[config.mk]
export PLATFORM = sky130hd
export DESIGN_NAME = lif_neuron_array
export DESIGN_NICKNAME = d
export VERILOG_FILES = /design/src/rtl/lif_neuron_array.sv
export SDC_FILE = /design/constraint.sdc
export NUM_CORES = 1
export LEC_CHECK = 0
export BUFFER_PORTS_ARGS = -buffer_cell sky130_fd_sc_hd__buf_2
export CAP_MARGIN = 5
export CORE_MARGIN = 10
export CORE_UTILIZATION = 46
export DETAILED_ROUTE_END_ITERATION = 16
export PLACE_DENSITY_LB_ADDON = 0.08
export SLEW_MARGIN = 20
export SYNTH_ARGS = -nofsm -noshare
export SYNTH_HDL_FRONTEND = slang
export SYNTH_SLANG_ARGS = --single-unit
export TNS_END_PERCENT = 50
[constraint.sdc]
create_clock -name clk -period 12.61 [get_ports clk]
set_input_delay 2.522 -clock clk [delete_from_list [all_inputs] [get_ports clk]]
set_output_delay 2.522 -clock clk [all_outputs]
set_load 0.005 [all_outputs]
[src/rtl/lif_neuron_array.sv]
// Time-multiplexed array of leaky integrate-and-fire neurons sharing one saturating
// datapath, with per-neuron membrane/refractory state and valid/ready streaming.
module lif_neuron_array #(
  parameter int N_NEURONS  = 16,
  parameter int DATA_W     = 32,
  parameter int LEAK_SHIFT = 5,
  parameter int REFRAC_W   = 4,
  localparam int IDX_W     = $clog2(N_NEURONS)
) (
  input  logic                clk,
  input  logic                resetn,
  input  logic                clear,
  input  logic                cfg_load,
  input  logic [DATA_W-1:0]   cfg_threshold,
  input  logic                cfg_reset_mode,
  input  logic [REFRAC_W-1:0] cfg_refrac,
  input  logic                in_valid,
  output logic                in_ready,
  input  logic [DATA_W-1:0]   in_current,
  input  logic                in_last,
  output logic                out_valid,
  input  logic                out_ready,
  output logic [IDX_W-1:0]    out_idx,
  output logic                out_spike,
  output logic [DATA_W-1:0]   out_mem,
  output logic                out_last,
  output logic                err_seq
);

  localparam int EXT_W = DATA_W + 2;
  localparam logic [IDX_W-1:0] LAST_IDX = IDX_W'(N_NEURONS - 1);
  localparam logic [DATA_W-1:0] THR_DEFAULT = DATA_W'(1) << (DATA_W / 2);
  localparam logic [DATA_W-1:0] DATA_MAX = {1'b0, {(DATA_W-1){1'b1}}};
  localparam logic [DATA_W-1:0] DATA_MIN = {1'b1, {(DATA_W-1){1'b0}}};

  function automatic logic signed [EXT_W-1:0] sext(input logic signed [DATA_W-1:0] x);
    return {{2{x[DATA_W-1]}}, x};
  endfunction

  function automatic logic signed [DATA_W-1:0] sat(input logic signed [EXT_W-1:0] x);
    logic signed [EXT_W-1:0] hi;
    logic signed [EXT_W-1:0] lo;
    hi = sext(DATA_MAX);
    lo = sext(DATA_MIN);
    if (x > hi) begin
      return DATA_MAX;
    end else if (x < lo) begin
      return DATA_MIN;
    end else begin
      return x[DATA_W-1:0];
    end
  endfunction

  logic signed [DATA_W-1:0] mem_r [N_NEURONS];
  logic [REFRAC_W-1:0]      refr_r [N_NEURONS];
  logic [IDX_W-1:0]         idx_r;
  logic                     err_seq_r;
  logic signed [DATA_W-1:0] thr_r;
  logic                     mode_r;
  logic [REFRAC_W-1:0]      refrac_r;

  logic                     out_valid_r;
  logic [IDX_W-1:0]         out_idx_r;
  logic                     out_spike_r;
  logic [DATA_W-1:0]        out_mem_r;
  logic                     out_last_r;

  logic                     accept_s;
  logic                     fire_s;
  logic                     seq_bad_s;
  logic signed [DATA_W-1:0] v_s;
  logic signed [DATA_W-1:0] diff_s;
  logic signed [DATA_W-1:0] va_s;
  logic signed [DATA_W-1:0] cur_s;
  logic signed [DATA_W-1:0] vn_s;
  logic [REFRAC_W-1:0]      r_s;
  logic [REFRAC_W-1:0]      refr_nx_s;
  logic [IDX_W-1:0]         idx_nx_s;

  assign in_ready  = !clear && (!out_valid_r || out_ready);
  assign accept_s  = in_valid && in_ready;
  assign out_valid = out_valid_r;
  assign out_idx   = out_idx_r;
  assign out_spike = out_spike_r;
  assign out_mem   = out_mem_r;
  assign out_last  = out_last_r;
  assign err_seq   = err_seq_r;

  // Shared neuron update datapath for the neuron selected by idx_r.
  always_comb begin
    v_s       = mem_r[idx_r];
    r_s       = refr_r[idx_r];
    fire_s    = (r_s == {REFRAC_W{1'b0}}) && (v_s > thr_r);
    diff_s    = sat(sext(v_s) - sext(thr_r));
    va_s      = v_s;
    cur_s     = {DATA_W{1'b0}};
    refr_nx_s = r_s;
    if (fire_s) begin
      if (mode_r) begin
        va_s = {DATA_W{1'b0}};
      end else begin
        va_s = diff_s;
      end
    end else begin
      va_s = v_s;
    end
    // A neuron in refractory ignores its input but keeps leaking.
    if (r_s == {REFRAC_W{1'b0}}) begin
      cur_s = $signed(in_current);
    end else begin
      cur_s = {DATA_W{1'b0}};
    end
    vn_s = sat(sext(va_s) - sext(va_s >>> LEAK_SHIFT) + sext(cur_s));
    if (fire_s) begin
      refr_nx_s = refrac_r;
    end else if (r_s != {REFRAC_W{1'b0}}) begin
      refr_nx_s = r_s - REFRAC_W'(1);
    end else begin
      refr_nx_s = r_s;
    end
  end

  // Neuron index sequencing and misalignment detection.
  always_comb begin
    idx_nx_s  = idx_r;
    seq_bad_s = in_last != (idx_r == LAST_IDX);
    if (in_last) begin
      idx_nx_s = {IDX_W{1'b0}};
    end else if (idx_r == LAST_IDX) begin
      idx_nx_s = {IDX_W{1'b0}};
    end else begin
      idx_nx_s = idx_r + IDX_W'(1);
    end
  end

  // Index and sticky sequence-error registers.
  always_ff @(posedge clk or negedge resetn) begin
    if (!resetn) begin
      idx_r     <= {IDX_W{1'b0}};
      err_seq_r <= 1'b0;
    end else if (clear) begin
      idx_r     <= {IDX_W{1'b0}};
      err_seq_r <= 1'b0;
    end else if (accept_s) begin
      idx_r     <= idx_nx_s;
      err_seq_r <= err_seq_r | seq_bad_s;
    end
  end

  // Per-neuron membrane and refractory state file.
  always_ff @(posedge clk or negedge resetn) begin
    if (!resetn) begin
      for (int i = 0; i < N_NEURONS; i++) begin
        mem_r[i]  <= {DATA_W{1'b0}};
        refr_r[i] <= {REFRAC_W{1'b0}};
      end
    end else if (clear) begin
      for (int i = 0; i < N_NEURONS; i++) begin
        mem_r[i]  <= {DATA_W{1'b0}};
        refr_r[i] <= {REFRAC_W{1'b0}};
      end
    end else if (accept_s) begin
      mem_r[idx_r]  <= vn_s;
      refr_r[idx_r] <= refr_nx_s;
    end
  end

  // Output stage: holds while stalled, reloads on accept even when draining.
  always_ff @(posedge clk or negedge resetn) begin
    if (!resetn) begin
      out_valid_r <= 1'b0;
      out_idx_r   <= {IDX_W{1'b0}};
      out_spike_r <= 1'b0;
      out_mem_r   <= {DATA_W{1'b0}};
      out_last_r  <= 1'b0;
    end else if (clear) begin
      out_valid_r <= 1'b0;
    end else if (accept_s) begin
      out_valid_r <= 1'b1;
      out_idx_r   <= idx_r;
      out_spike_r <= fire_s;
      out_mem_r   <= vn_s;
      out_last_r  <= in_last;
    end else if (out_ready) begin
      out_valid_r <= 1'b0;
    end
  end

  // Configuration registers; untouched by clear.
  always_ff @(posedge clk or negedge resetn) begin
    if (!resetn) begin
      thr_r    <= THR_DEFAULT;
      mode_r   <= 1'b0;
      refrac_r <= {REFRAC_W{1'b0}};
    end else if (cfg_load) begin
      thr_r    <= cfg_threshold;
      mode_r   <= cfg_reset_mode;
      refrac_r <= cfg_refrac;
    end
  end

endmodule

# Word-level counts from Yosys, hierarchy flattened

Index checks and enable logic that the tools add are counted.

Flip-flop bits (word level): 657
Input port bits: 76
Word-level logic and storage cells: 105

Add/sub/neg operators: 5
$lt $le $gt $ge: 7
Eq/ne operators: 2
Mux-type cells: 34
Bitwise operators: 3
Reductions and logical operators: 12

Operators by type and width:

| kind                   | number |
|---|---|
| $mux W512              | 2 |
| $bwmux W512            | 1 |
| $mux W32               | 10 |
| $bmux W32 S4           | 1 |
| $demux W32 S4          | 1 |
| $mux W64               | 2 |
| $bwmux W64             | 1 |
| $mux W4                | 9 |
| $add A33 B32 Y34       | 1 |
| $gt A34 B32 Y1 const B | 1 |
| $lt A34 B32 Y1 const B | 1 |
| $gt A33 B32 Y1 const B | 1 |
| $lt A33 B32 Y1 const B | 1 |
| $sub A32 B27 Y33       | 1 |
| $sub A32 B32 Y33       | 1 |
| $gt A32 B32 Y1         | 1 |
| $bmux W4 S4            | 1 |
| $demux W4 S4           | 1 |
| $ge A5 B5 Y1 const B   | 1 |
| $lt A5 B1 Y1 const B   | 1 |
| $mux W1                | 5 |
| $not A4 Y5             | 1 |
| $add A4 B1 Y4 const B  | 1 |
| $eq A4 B4 Y1 const B   | 1 |
| other kinds (12)       | 16 |

# Logic depth before layout (Yosys ltp)

Depth after elaboration: 18
Depth in mapped cells: 38
Depth with buffers taken out: 28

# Least setup slack after synthesis

No wires, ideal clock.

Path kind: reg2reg
From: reg idx_r[0]
To: reg mem_r[477] in the netlist's numbering
Setup time: 0.118 ns
Arrival time: 8.262 ns
Data required time: 12.492 ns
Path slack: 4.230 ns
Stages on the path, launching flop included: 37
Path buffers: 10
Cells stage by stage: dfrtp_1 > buf_6 > buf_6 > buf_2 > clkbuf_1 > clkbuf_1 > mux4_2 > mux4_2 > ha_1 > nor2b_1 > o31ai_1 > a311o_1 > nand2b_2 > a21bo_2 > a31oi_1 > o31a_2 > or3_1 > buf_4 > buf_6 > a22oi_1 > ha_1 > inv_1 > ha_1 > inv_1 > fa_1 > nand2b_1 > a21oi_1 > a221oi_2 > o21ai_1 > a211oi_1 > o32ai_1 > o211ai_2 > buf_4 > buf_6 > a21o_1 > buf_4 > a21o_1

Word-level cells in the longest chain between the ends: 18
Elaborated cells between the ends (all ways): 32

Ends and longest elaborated chain:

| item                                         | line        | text |
|---|---|---|
| start: declaration                           | 56          | `logic [IDX_W-1:0] idx_r;` |
| start signal: assignment                     | 139         | `idx_r <= {IDX_W{1'b0}};` |
| start signal: assignment                     | 142         | `idx_r <= {IDX_W{1'b0}};` |
| start signal: assignment                     | 145         | `idx_r <= idx_nx_s;` |
| $not A4 Y5 (implied by the code) (*)         | 91, 92, 163 |  |
| $bmux W32 S4                                 | 91          | `v_s = mem_r[idx_r];` |
| $mux W32 (implied by the code) (2 in series) | 91          |  |
| $sub A32 B32 Y33                             | 94          | `diff_s = sat(sext(v_s) - sext(thr_r));` |
| $lt A33 B32 Y1                               | 47          | `end else if (x < lo) begin` |
| $mux W32                                     | 47          |  |
| $mux W32                                     | 45          | `if (x > hi) begin` |
| $mux W32                                     | 99          | `if (mode_r) begin` |
| $mux W32                                     | 98          | `if (fire_s) begin` |
| $sub A32 B27 Y33                             | 113         | `vn_s = sat(sext(va_s) - sext(va_s >>> LEAK_SHIFT) + sext(cur_s));` |
| $add A33 B32 Y34                             | 113         |  |
| $lt A34 B32 Y1                               | 47          |  |
| $mux W32                                     | 47          |  |
| $mux W32                                     | 45          |  |
| $bwmux W512 (*)                              | 163         | `mem_r[idx_r] <= vn_s;` |
| $mux W512 (*)                                | 162         | `end else if (accept_s) begin` |
| $mux W512 (*)                                | 157         | `end else if (clear) begin` |
| end signal: indexed assignment               | 154         | `mem_r[i] <= {DATA_W{1'b0}};` |
| end signal: indexed assignment               | 159         | `mem_r[i] <= {DATA_W{1'b0}};` |
| end signal: indexed assignment               | 163         |  |
| end: declaration                             | 54          | `logic signed [DATA_W-1:0] mem_r [N_NEURONS];` |

Mark *: on every way between the ends. The rest lies on a longest branch, timed or not. The select of a mux whose other input is x is not followed.
A chain may end at the register's enable or synchronous reset.

# Worst setup path in the final report

From: reg idx_r[0]
To: reg mem_r[87] in the netlist's numbering

The elaborated chain is that of the path after synthesis.

==> results_dict.tcl <==
set metrics [dict create \
    count_of_flip_flops_with_a_built_in_enable_after_synthesis 0 \
    synth-seq-cells 657 \
    layout_worst_path_cycle_share_pct 86.9 \
    fin_tns_setup_ns 0 \
    wl_per_cell_um 26.1 \
    design.core.area_mm2 0.0746 \
    maxClockFrequency_ghz 0.0913 \
    post_synthesis_instance_area_mm2 0.0347 \
    grt_first_pass_wirelength_um 171000 \
    layout-drive-gt1-share_pct 16.0 \
    syn2layout_area_growth_pct 10.4 \
    wl_final_um 112000 \
    synth.yosys.seq_area_share_pct 47.4 \
    yosysWarnings 0 \
    hpwlAfterDp_um 70200 \
    synthCells 3362 \
    io_pins 117 \
    critical_path.startpoint_type "register" \
    maxSlewViolCount 0 \
    crit_arrival_ns 11.39 \
    setup_viol_count_final 0 \
    routability_cong 0.931 \
    cts.reportedPaths.clkPinSlew_ns 0.06 \
    grt_max_degree 270 \
    grt_overflow_total 0 \
    via_count 26900 \
    final.min_clock_period_ns 10.95 \
    timing.setup.critical_path_class "register to register" \
    drt.antenna.violating_nets 0 \
    clk_root_buffer_cell "sky130_fd_sc_hd__clkbuf_16" \
    design.final.nets 3457 \
    finalHoldViolCount 0 \
    mapped_nets 3542 \
    postSynthAreaPerCell_um2 10.3 \
    port_buffers 116 \
    post_synthesis_async_set_or_reset_flop_share_pct 100 \
    ys.flop_type "sky130_fd_sc_hd__dfrtp_1" \
    tritoncts_num_sinks 657 \
    initial_core_util_pct 46.5 \
    avgViaCountPerCell 6.26 \
    post_dp_cell_area_mm2 0.0357 \
    post-place-cells 4165 \
    post_cts_buffers 0 \
    drt-pass1-iter-count 6 \
    worstMarginPinSlew_ns 1.11 \
    groute.usage.overall_pct 25.9 \
    hold_class "register to register" \
    tritoncts_clock_tree "yes" \
    initial_antenna_violation_count 7 \
    max_cap_violations 0 \
    maximum_clock_skew_at_final_layout_ns 0.0248 \
    floorplan.die_area_mm2 0.0868 \
    worstSetupEndpointType "register" \
    via_count_of_the_first_global_routing_pass 26700 \
    post-route-cell-area_mm2 0.0383 \
    number_of_distinct_library_cells_after_synthesis 81 \
    setup_repair_after_global_routing_missed_its_margin "no" \
    die_w_um 295 \
    drt-initial-drc-count 2533 \
    ctsHtreeMaxLevel 3 \
    count_of_unresolved_drc_violations_after_routing 0 \
    cell_count_final_fillers_out 4299 \
    ctsResizeCount 0 \
    worst_skew_pair_later_pin_latency_ns 0.63 \
    hold_buffers 0 \
    cts-buffers-inserted 75 \
    maximum_fanout_encountered_on_the_critical_timing_path 57 \
    crit_required_ns 13.05 \
    antenna_fix_cells 0 \
    die_y_um 295 \
    num_rows 100 \
    worst_case_clock_buffer_depth 3 \
    outcome "completed" \
    slew-limit-headroom_pct 25.9 \
]
## logic make-up (layout without fill, tap and decap cells)
logic type	count (synthesis)	after routing	synth area share [%]
flops	657	657	47.4
xor+xnor	54	54	1.36
mux	191	191	12.0
compound gates	1002	1002	16.6
simple gates	930	930	13.2
buf+inv	424	392	5.02
fa+ha+maj	104	104	4.44
## worst paths after layout
check / slack, ns / start / end / depth (start not counted)
worst max register to register: 1.66 / idx_r[0] / mem_r[87] / 26
worst min-delay path: 0.48 / out_mem[20] / out_mem[20] / 2
worst max-delay path: 1.66 / idx_r[0] / mem_r[87] / 26
worst min register to register: 0.48 / out_mem[20] / out_mem[20] / 2
max in group asynchronous: 8.34 / resetn / idx_r[0] / 3
min in group asynchronous: 1.91 / resetn / refr_r[57] / 1
## metal layers
metal	up-vias	GRT usage (%)	part of all wire, %
li1	12200	-	-
met1	13700	35.3	43
met2	863	41.2	47
met3	182	5.30	7.2
met4	4	7.99	2.9
met5	-	0	0.019
## worst max-delay path: stages (launching register included)
cell                        delay [ns]
sky130_fd_sc_hd__dfrtp_4          0.67
sky130_fd_sc_hd__buf_16           0.31
sky130_fd_sc_hd__buf_12           0.47
sky130_fd_sc_hd__mux4_2           0.57
sky130_fd_sc_hd__mux4_2           0.57
sky130_fd_sc_hd__ha_1             0.60
sky130_fd_sc_hd__and3_1           0.27
sky130_fd_sc_hd__nand3_1          0.10
sky130_fd_sc_hd__nor3_1           0.27
sky130_fd_sc_hd__nor4b_1          0.57
sky130_fd_sc_hd__o22a_1           0.27
sky130_fd_sc_hd__o31a_2           0.61
sky130_fd_sc_hd__or3_1            0.65
sky130_fd_sc_hd__buf_4            0.43
sky130_fd_sc_hd__a22oi_1          0.14
sky130_fd_sc_hd__fa_1             0.50
sky130_fd_sc_hd__inv_1            0.05
sky130_fd_sc_hd__ha_1             0.45
sky130_fd_sc_hd__a21oi_1          0.16
sky130_fd_sc_hd__o21ai_0          0.29
sky130_fd_sc_hd__a31oi_1          0.15
sky130_fd_sc_hd__o21ai_0          0.44
sky130_fd_sc_hd__a211oi_1         0.19
sky130_fd_sc_hd__nor3b_1          0.60
sky130_fd_sc_hd__nor2_1           0.17
sky130_fd_sc_hd__a2111oi_4        0.97
sky130_fd_sc_hd__a31oi_1          0.19
## Yosys cell counts (3+ instances only)
cell                       number  area share [%]
sky130_fd_sc_hd__and4_1         3           0.076
sky130_fd_sc_hd__xnor2_1       33            0.83
sky130_fd_sc_hd__o21ai_0      639             9.2
sky130_fd_sc_hd__mux2i_1        4            0.12
sky130_fd_sc_hd__and2_1         9            0.16
sky130_fd_sc_hd__o22ai_1        3           0.054
sky130_fd_sc_hd__dfrtp_1      656              47
sky130_fd_sc_hd__clkbuf_1     261             2.8
sky130_fd_sc_hd__a21oi_1      101             1.5
sky130_fd_sc_hd__nor2_1        45            0.49
sky130_fd_sc_hd__and3_1        45            0.81
sky130_fd_sc_hd__a22o_1        22            0.56
sky130_fd_sc_hd__o211ai_1       9            0.19
sky130_fd_sc_hd__ha_1          72             2.6
sky130_fd_sc_hd__o31ai_1       37            0.80
sky130_fd_sc_hd__nand2_1      174             1.9
sky130_fd_sc_hd__nor3_1        17            0.25
sky130_fd_sc_hd__clkbuf_2      16            0.23
sky130_fd_sc_hd__o21a_1         9            0.19
sky130_fd_sc_hd__buf_4          7            0.15
sky130_fd_sc_hd__or2_2          4           0.072
sky130_fd_sc_hd__o21ai_1       16            0.23
sky130_fd_sc_hd__a211oi_1      10            0.22
sky130_fd_sc_hd__inv_1         91            0.98
sky130_fd_sc_hd__nand2b_1      12            0.22
sky130_fd_sc_hd__a21o_1        45            0.97
sky130_fd_sc_hd__nor4_1         4           0.072
sky130_fd_sc_hd__a21oi_2       10            0.25
sky130_fd_sc_hd__a211o_1        5            0.13
sky130_fd_sc_hd__mux4_2       179              12
sky130_fd_sc_hd__buf_1         10            0.11
sky130_fd_sc_hd__nor2b_1       10            0.18
sky130_fd_sc_hd__mux2_2         8            0.26
sky130_fd_sc_hd__nand4_1       16            0.29
sky130_fd_sc_hd__o21bai_1       5            0.11
sky130_fd_sc_hd__a31oi_1       35            0.63
sky130_fd_sc_hd__buf_2         30            0.43
sky130_fd_sc_hd__xor2_1        21            0.53
sky130_fd_sc_hd__or3_1          7            0.13
sky130_fd_sc_hd__buf_6          9            0.29
sky130_fd_sc_hd__fa_1          32             1.8
sky130_fd_sc_hd__nand3b_1       4           0.087
sky130_fd_sc_hd__a22oi_1       21            0.45
sky130_fd_sc_hd__nand3_1      571             8.2
## state kept, by name (all words and copies together) (netlist names)
name	cells
mode_r	1
out_mem	32
mem_r	512
out_valid	1
out_spike	1
refr_r	64
err_seq	1
refrac_r	4
out_idx	4
thr_r	32
out_last	1
idx_r	4
## placed cells by master, fill, tap and decap left out, types with 6 or more instances in the layout
master and instances:
sky130_fd_sc_hd__a211oi_1 10, sky130_fd_sc_hd__clkinv_2 7, sky130_fd_sc_hd__a22oi_1 21, sky130_fd_sc_hd__clkbuf_16 76, sky130_fd_sc_hd__mux4_2 179, sky130_fd_sc_hd__ha_1 72
sky130_fd_sc_hd__nand3_1 561, sky130_fd_sc_hd__a21o_1 45, sky130_fd_sc_hd__o21ai_1 14, sky130_fd_sc_hd__and2_1 8, sky130_fd_sc_hd__o31ai_1 37, sky130_fd_sc_hd__a21oi_1 95
sky130_fd_sc_hd__inv_1 90, sky130_fd_sc_hd__nor2b_1 10, sky130_fd_sc_hd__mux2_2 8, sky130_fd_sc_hd__o21a_1 9, sky130_fd_sc_hd__buf_12 6, sky130_fd_sc_hd__a22o_1 22
sky130_fd_sc_hd__dfrtp_1 652, sky130_fd_sc_hd__xnor2_1 33, sky130_fd_sc_hd__or3_1 6, sky130_fd_sc_hd__a31oi_1 33, sky130_fd_sc_hd__nand2_1 171, sky130_fd_sc_hd__nand4_1 16
sky130_fd_sc_hd__buf_2 115, sky130_fd_sc_hd__fa_1 32, sky130_fd_sc_hd__buf_4 45, sky130_fd_sc_hd__nor2_1 45, sky130_fd_sc_hd__nand2b_1 12, sky130_fd_sc_hd__xor2_1 21
sky130_fd_sc_hd__clkbuf_8 20, sky130_fd_sc_hd__and3_1 45, sky130_fd_sc_hd__o21ai_0 639, sky130_fd_sc_hd__nand3_4 10, sky130_fd_sc_hd__clkbuf_1 17, sky130_fd_sc_hd__o211ai_1 9
sky130_fd_sc_hd__a21oi_2 16, sky130_fd_sc_hd__nor3_1 17
## through the flow
step                setup slack (ns)  hold WS (ns)  utilization [%]
finish                          1.66         0.482             51.4
global route                   0.918         0.500             51.4
CTS                             1.30         0.485             51.2
detailed placement              1.31         0.463             47.9
global placement                1.59         0.456             47.9
floorplan                       4.23         0.470                -
## final cells by class
class	count	area [um^2]
repair buffers	171	1140
clock inverters	17	219
well taps	969	1210
flip-flops and latches	657	16500
fillers	6758	36300
multi-input cells	2281	16700
inverters	91	349
clock buffers	113	2240
Power is not shown: default switching activity piles up to over one toggle a cycle in this logic, so the estimate is an artifact.
